<file path="src/rtl/countdown_ctrl.sv">
// Countdown controller with an integrated down-counter datapath.
// A start value is loaded, then decremented by a programmable step once every
// PRESCALE clocks until it reaches zero, where a one-cycle done pulse is
// produced. Supports pause, abort and periodic auto-reload.
module countdown_ctrl #(
  parameter int WIDTH    = 8,
  parameter int PRESCALE = 1
) (
  input  logic             clk,
  input  logic             reset,
  input  logic             start,
  input  logic [WIDTH-1:0] load_val,
  input  logic [WIDTH-1:0] step,
  input  logic             auto_reload,
  input  logic             pause,
  input  logic             abort,
  output logic [WIDTH-1:0] count,
  output logic             busy,
  output logic             done,
  output logic [2:0]       state_disp
);

  // Prescaler only needs to reach PRESCALE-1; keep at least one bit so the
  // PRESCALE=1 case (tick every cycle) still has a legal register.
  localparam int PW = (PRESCALE > 1) ? $clog2(PRESCALE) : 1;
  localparam logic [PW-1:0] PS_LAST = PW'(PRESCALE - 1);

  typedef enum logic [2:0] {
    S_IDLE  = 3'd0,
    S_LOAD  = 3'd1,
    S_RUN   = 3'd2,
    S_PAUSE = 3'd3,
    S_DONE  = 3'd4
  } state_t;

  state_t           state;
  state_t           state_next;
  logic [WIDTH-1:0] count_next;
  logic [WIDTH-1:0] reload_reg;
  logic [WIDTH-1:0] reload_next;
  logic [PW-1:0]    presc;
  logic [PW-1:0]    presc_next;
  logic             tick;
  logic [WIDTH-1:0] tick_val;

  // A zero step would stall the countdown forever, so it behaves as one.
  function automatic logic [WIDTH-1:0] eff_step(input logic [WIDTH-1:0] s);
    return (s == '0) ? WIDTH'(1) : s;
  endfunction

  // Subtract with a floor at zero so the count never wraps past zero.
  function automatic logic [WIDTH-1:0] sat_sub(input logic [WIDTH-1:0] a,
                                               input logic [WIDTH-1:0] b);
    return (a <= b) ? '0 : (a - b);
  endfunction

  // State, count, captured reload value and prescaler registers.
  always_ff @(posedge clk) begin
    if (reset) begin
      state      <= S_IDLE;
      count      <= '0;
      reload_reg <= '0;
      presc      <= '0;
    end else begin
      state      <= state_next;
      count      <= count_next;
      reload_reg <= reload_next;
      presc      <= presc_next;
    end
  end

  // Next-state and datapath update; abort beats pause, pause beats tick/start.
  always_comb begin
    state_next  = state;
    count_next  = count;
    reload_next = reload_reg;
    presc_next  = presc;
    tick        = (presc == PS_LAST);
    tick_val    = sat_sub(count, eff_step(step));

    case (state)
      S_IDLE: begin
        if (start) begin
          reload_next = load_val;
          state_next  = S_LOAD;
        end
      end
      S_LOAD: begin
        if (abort) begin
          state_next = S_IDLE;
        end else begin
          count_next = reload_reg;
          presc_next = '0;
          state_next = (reload_reg == '0) ? S_DONE : S_RUN;
        end
      end
      S_RUN: begin
        if (abort) begin
          state_next = S_IDLE;
        end else if (pause) begin
          state_next = S_PAUSE;
        end else if (tick) begin
          count_next = tick_val;
          presc_next = '0;
          if (tick_val == '0) begin
            state_next = S_DONE;
          end
        end else begin
          presc_next = presc + 1'b1;
        end
      end
      S_PAUSE: begin
        if (abort) begin
          state_next = S_IDLE;
        end else if (!pause) begin
          state_next = S_RUN;
        end
      end
      S_DONE: begin
        if (abort) begin
          state_next = S_IDLE;
        end else begin
          count_next = '0;
          if (start) begin
            reload_next = load_val;
            state_next  = S_LOAD;
          end else if (auto_reload) begin
            state_next = S_LOAD;
          end else begin
            state_next = S_IDLE;
          end
        end
      end
      default: begin
        state_next = S_IDLE;
      end
    endcase
  end

  // Status outputs are decoded straight from the state register.
  always_comb begin
    busy       = (state == S_LOAD) || (state == S_RUN) || (state == S_PAUSE);
    done       = (state == S_DONE);
    state_disp = state;
  end

endmodule

</file>
<file path="config.mk">
export PLATFORM = sky130hd
export DESIGN_NAME = countdown_ctrl
export DESIGN_NICKNAME = d
export VERILOG_FILES = /design/src/rtl/countdown_ctrl.sv
export SDC_FILE = /design/constraint.sdc
export NUM_CORES = 1
export LEC_CHECK = 0
export CELL_PAD_IN_SITES_DETAIL_PLACEMENT = 1
export CELL_PAD_IN_SITES_GLOBAL_PLACEMENT = 1
export CORE_UTILIZATION = 33
export DETAILED_ROUTE_END_ITERATION = 6
export PLACE_DENSITY_LB_ADDON = 0.25
export SLEW_MARGIN = 20
export SYNTH_ARGS = -nofsm -noshare
export SYNTH_HDL_FRONTEND = slang
export SYNTH_SLANG_ARGS = --single-unit
</file>
<file path="constraint.sdc">
create_clock -name clk -period 2.9 [get_ports clk]
set_input_delay 0.725 -clock clk [delete_from_list [all_inputs] [get_ports clk]]
set_output_delay 0.725 -clock clk [all_outputs]
set_load 0.005 [all_outputs]
</file>
======== Word-level counts from Yosys, hierarchy flattened ========
Cells that the tools add are included.
storage, ports and cells
  bits in registers ....................... 20
  bits of input ports ..................... 22
  output and inout bits ................... 13
  word-level logic and storage cells ...... 62
operators by class
  $add $sub $neg .......................... 2
  order comparisons ....................... 1
  eq/ne operators ......................... 13
  multiplexer cells ....................... 29
  reductions and logical operators ........ 13
operator list
  kind                                            count
  2-to-1 mux 8 bit                                9
  2-to-1 mux 3 bit                                9
  zero test 8 bit                                 3
  one-hot mux 8 bit (3 select lines)              1
  one-hot mux 8 bit (2 select lines)              1
  one-hot mux 3 bit (5 select lines)              1
  != test 2 bit (second input constant)           6
  <= comparator 8 bit                             1
  != test 4 bit (second input constant)           2
  AND reduction 4 bit                             2
  subtractor 8 bit                                1
  2-to-1 mux 1 bit                                7
  == test 3 x 2 -> 1 bit (second input constant)  2
  AND reduction 6 bit                             1
  nonzero test 2 bit                              2
  == test 3 x 1 -> 1 bit (second input constant)  1
  == test 3 bit (second input constant)           1
  zero test 3 bit                                 1
  != test 3 bit (second input constant)           1
  nonzero test 3 bit                              1
  logical OR 1 bit                                2
  one-hot mux 1 bit (2 select lines)              1
  AND reduction 2 bit                             1
  adder 1 bit (second input constant)             1

======== Depth between registers and ports, before layout ========
  word-level depth ........................ 10
  gate-level depth with buffers ........... 10

======== Worst setup path before layout ========
OpenSTA, ideal clock, no wires.
  path kind ............................... input-to-reg
  start ................................... input step[4]
  end ..................................... register state[1], in the netlist state_disp[1]
  data arrival time ....................... 3012 ps
  required time ........................... 2780 ps
  setup slack ............................. -232 ps
  stages .................................. 10
  buffers on the path ..................... 0
  path through ............................ nor4_1 -> a41o_1 -> ha_1 -> inv_1 -> fa_1 -> a211o_2 -> a21o_1 -> a22o_1 -> a211o_1 -> o31a_1
between the ends
  word-level cells in the longest chain between the ends .. 7
  elaborated cells on any way between the ends .. 8
  those cells by class .................... add/sub: 1; order compare: 1; eq/ne: 1; mux: 2; reduce/logical: 3
RTL lines
  what                                                            RTL line  source
  start: declaration                                              13        input logic [WIDTH-1:0] step,
  zero test 8 bit                                                 48        return (s == '0) ? WIDTH'(1) : s;
  2-to-1 mux 8 bit (*)                                            48
  subtractor 8 bit / <= comparator 8 bit (equally long branches)  54        return (a <= b) ? '0 : (a - b);
  2-to-1 mux 8 bit (*)                                            54
  zero test 8 bit (*)                                             105       if (tick_val == '0) begin
  != test 4 bit (no source line) (*)                              -
  AND reduction 4 bit (no source line) (*)                        -
  end signal: assignment                                          65        state <= state_next;
  end: declaration                                                36        state_t state;
Every way passes the cells marked *; elsewhere a longest branch is shown, timed or not.
A chain may end at the register's enable or synchronous reset.

======== Worst setup path after layout ========
  start ................................... input step[5]
  end ..................................... register state[1], in the netlist state_disp[1]
Same word-level chain as after synthesis.

==> results.md <==
* Status: complete, but fails checks
* Failing checks: negative setup slack
* Worst-Margin Slew at 0.5912 ns
* Post-route setup slack at -0.1758 ns
* Post-synth ARST share at 0
* CTS Sinks at 19
* Clk slew on worst S/H paths at 0.08 ns
* Final net count at 267
* Starting Density at 0.3539
* Vias in the first global route at 1653
* Syn Area/Cell at 8.136 sq um
* Area grow syn2layout at 52.32%
* Relative slew slack at 0.6041
* Post-route clock skew at 0.008807 ns
* Power density over cell area at 556.6 mW/mm^2
* Syn Inst Count at 179
* DR WL/cell at 17.91 microns
* Sequential fraction of the synthesis area at 0.2612
* Total Die Area at 0.004683 sq mm
* DR iter-0 viols at 112
* Die height at 68.43 microns
* R2r setup slk at 0.53 ns
* Max cap viols at 0
* Crit path time final at 3.076 ns
* Mapped cell area at 0.001456 sq mm
* Final setup fails at 9
* Worst setup EP type: flop
* Antenna Violating Nets Remaining at 0
* CTS tree: done
* Total gr overflow at 0
* DRC viols at 0
* YS warnings at 0
* Ant diodes at 0
* RSZ-0062 raised after global routing: yes
* Peak supply drop at 0.3579 mV
* Filler cell count at 501
* Hold Crit Class: flop to flop
* Ys flop type: dfxtp_1
* Clock tree buffer depth at 2
* Post-synth net total at 210
* CP required at 3.06 ns
* Synth Register Bits at 19
* Initial antenna violation count at 0
* First-pass GRT wire length at 8059 microns
* Worst path arrival time at 3.23 ns
* Final Cycle Share at 1.061
* Clock latency on the worst-skew pair at 0.26 ns
* Fmax at 0.3251 GHz
* Fraction of layout cells with a size suffix above 1 at 0.2596
* DR vias at 1647
* Post-synth EDFFs at 0
* Count of different cell masters after synthesis at 53
* Core area at 0.004115 sq mm
* Pre-CTS setup slack at -0.8776 ns
* Clk root buf: clkbuf_8
* H-tree depth at 1
* Routed wire length at 5105 microns
* Crit path to: state_disp[1]$_SDFFE_PP0P_
* FF-to-FF Start: count[0]$_SDFFE_PP0P_
* Global Route Usage Sum at 0.2352
* Critical Path Fanout Max at 4
* Largest net degree at the start of global routing at 15
* DRT Pass-1 Iters at 4
* Number of CTS-inserted buffers at 3
* Slew Limit Fails at 0
* WHS at 0.5267 ns
* Port Buf Inserts at 34
* I/O pin cnt at 35
* GP Congestion at 0.8700
* Leak at 0.9626 nW
* CP Launch Type: input port
* Hpwl dp at 3782 microns
* Vias per cell at 5.779
* Setup crit start: step[5]
* Worst r2r dst: state_disp[1]$_SDFFE_PP0P_
* Critical path class: input port to flop
* Fin. Hold Viols at 0
* Row count at 23
* Cells on worst reg2reg path at 9
* Chip width at 68.43 microns
==> routing by layer <==
metal,vias up,share of wire,track usage,wire [microns]
met5,-,0,0,0
met3,14,0.053,0.04333,272
met4,0,0.029,0.07292,148
met2,62,0.49,0.4118,2519
met1,784,0.42,0.2870,2165
li1,787,-,-,-
==> cells in the mapped netlist, drive strengths merged, types with 5 or more instances <==
library cell | number | share of area
a211o | 5 | 0.033
a21oi | 11 | 0.048
a221oi | 7 | 0.042
clkbuf | 7 | 0.018
dfxtp | 19 | 0.26
ha | 8 | 0.069
inv | 11 | 0.028
mux2i | 8 | 0.055
nand2 | 6 | 0.015
nand2b | 5 | 0.021
nor2 | 24 | 0.062
nor3 | 8 | 0.031
==> cell families (layout without fill, tap and decap cells) <==
group                      Yosys count  count (layout)  share of synthesized area
DFF                                 19              19                     0.2612
AOI/OAI and AO/OA                   46              46                     0.2483
buffers and inverters               22              77                    0.05843
and+or+nand+nor                     71              72                     0.2706
xor gates and xnor gates             4               4                    0.02406
muxes                                8               8                    0.05499
adders and majority gates            9               9                    0.08248
==> worst min path at each step <==
stage                               start               endpoint  slack (ns)  depth (start not counted)
CTS                 count[2]$_SDFFE_PP0P_  count[2]$_SDFFE_PP0P_        0.53                          2
floorplan           count[0]$_SDFFE_PP0P_  count[0]$_SDFFE_PP0P_        0.48                          2
detailed placement  count[2]$_SDFFE_PP0P_  count[2]$_SDFFE_PP0P_        0.52                          2
global placement    count[3]$_SDFFE_PP0P_  count[3]$_SDFFE_PP0P_        0.51                          2
finish              count[2]$_SDFFE_PP0P_  count[2]$_SDFFE_PP0P_        0.53                          2
global route        count[2]$_SDFFE_PP0P_  count[2]$_SDFFE_PP0P_        0.55                          2
==> timing repair <==
item                                    CTS  global route
resized for setup                        40             2
hold buffers                              0             0
gates cloned                              1             0
pin swaps                                21            10
setup buffers                             0             1
endpoints found under the setup margin   10            10
==> layout by cell type, fill, tap and decap left out, drive strengths merged, types with 2 or more instances in the layout <==
cell type and instances:
a211o 5, ha 8, nor2 24, dlygate4sd2 3, inv 11, nand4b 2
and2 2, nand3b 2, nand2b 5, clkbuf 4, nand4 4, buf 31
nor3b 3, o21ai 2, a21oi 11, nand2 6, nor3 9, a221oi 7
clkdlybuf4s50 27, nand3 2, dfxtp 19, o21a 4, nor4b 2, a211oi 3
xor2 3, or3 3, mux2i 8, nor4 3
==> worst max-delay path: stages <==
cell,delay [ns]
buf_8,0.10
nor4_4,0.33
a41o_1,0.23
ha_2,0.19
inv_2,0.04
fa_2,0.36
a211o_4,0.37
a21o_1,0.18
a22o_1,0.21
a211o_1,0.26
o31a_1,0.24
==> area by class of cell <==
type / count / area (sq um) / area share
multi-input combinational: 139 / 1132 / 0.5104
inverter: 11 / 41.29 / 0.01861
tap: 50 / 62.56 / 0.02820
timing repair buffer: 62 / 556.8 / 0.2510
sequential: 19 / 380.4 / 0.1715
clock buffer: 4 / 45.04 / 0.02030
==> metrics by stage <==
stage	util	area (sq um)	std cells	total power, W	setup TNS [ns]
6_report	0.5391	2218	285	0.001235	-0.4884
5_1_grt	0.5391	2218	285	0.001314	-1.462
3_5_place_dp	0.4971	2046	279	0.0009553	-8.145
4_1_cts	0.5357	2205	284	0.001218	-0.5199
2_1_floorplan	-	1484	179	0.0006850	-0.1100
3_3_place_gp	0.4971	2046	279	0.0009244	-6.562
==> power by group <==
group / total, W / switching, W / internal (W)
Clock: 0.000187 / 0.0000891 / 0.0000977
Combinational: 0.000696 / 0.000345 / 0.000351
Sequential: 0.000351 / 0.0000533 / 0.000298
(Power assumes the default switching activity.)
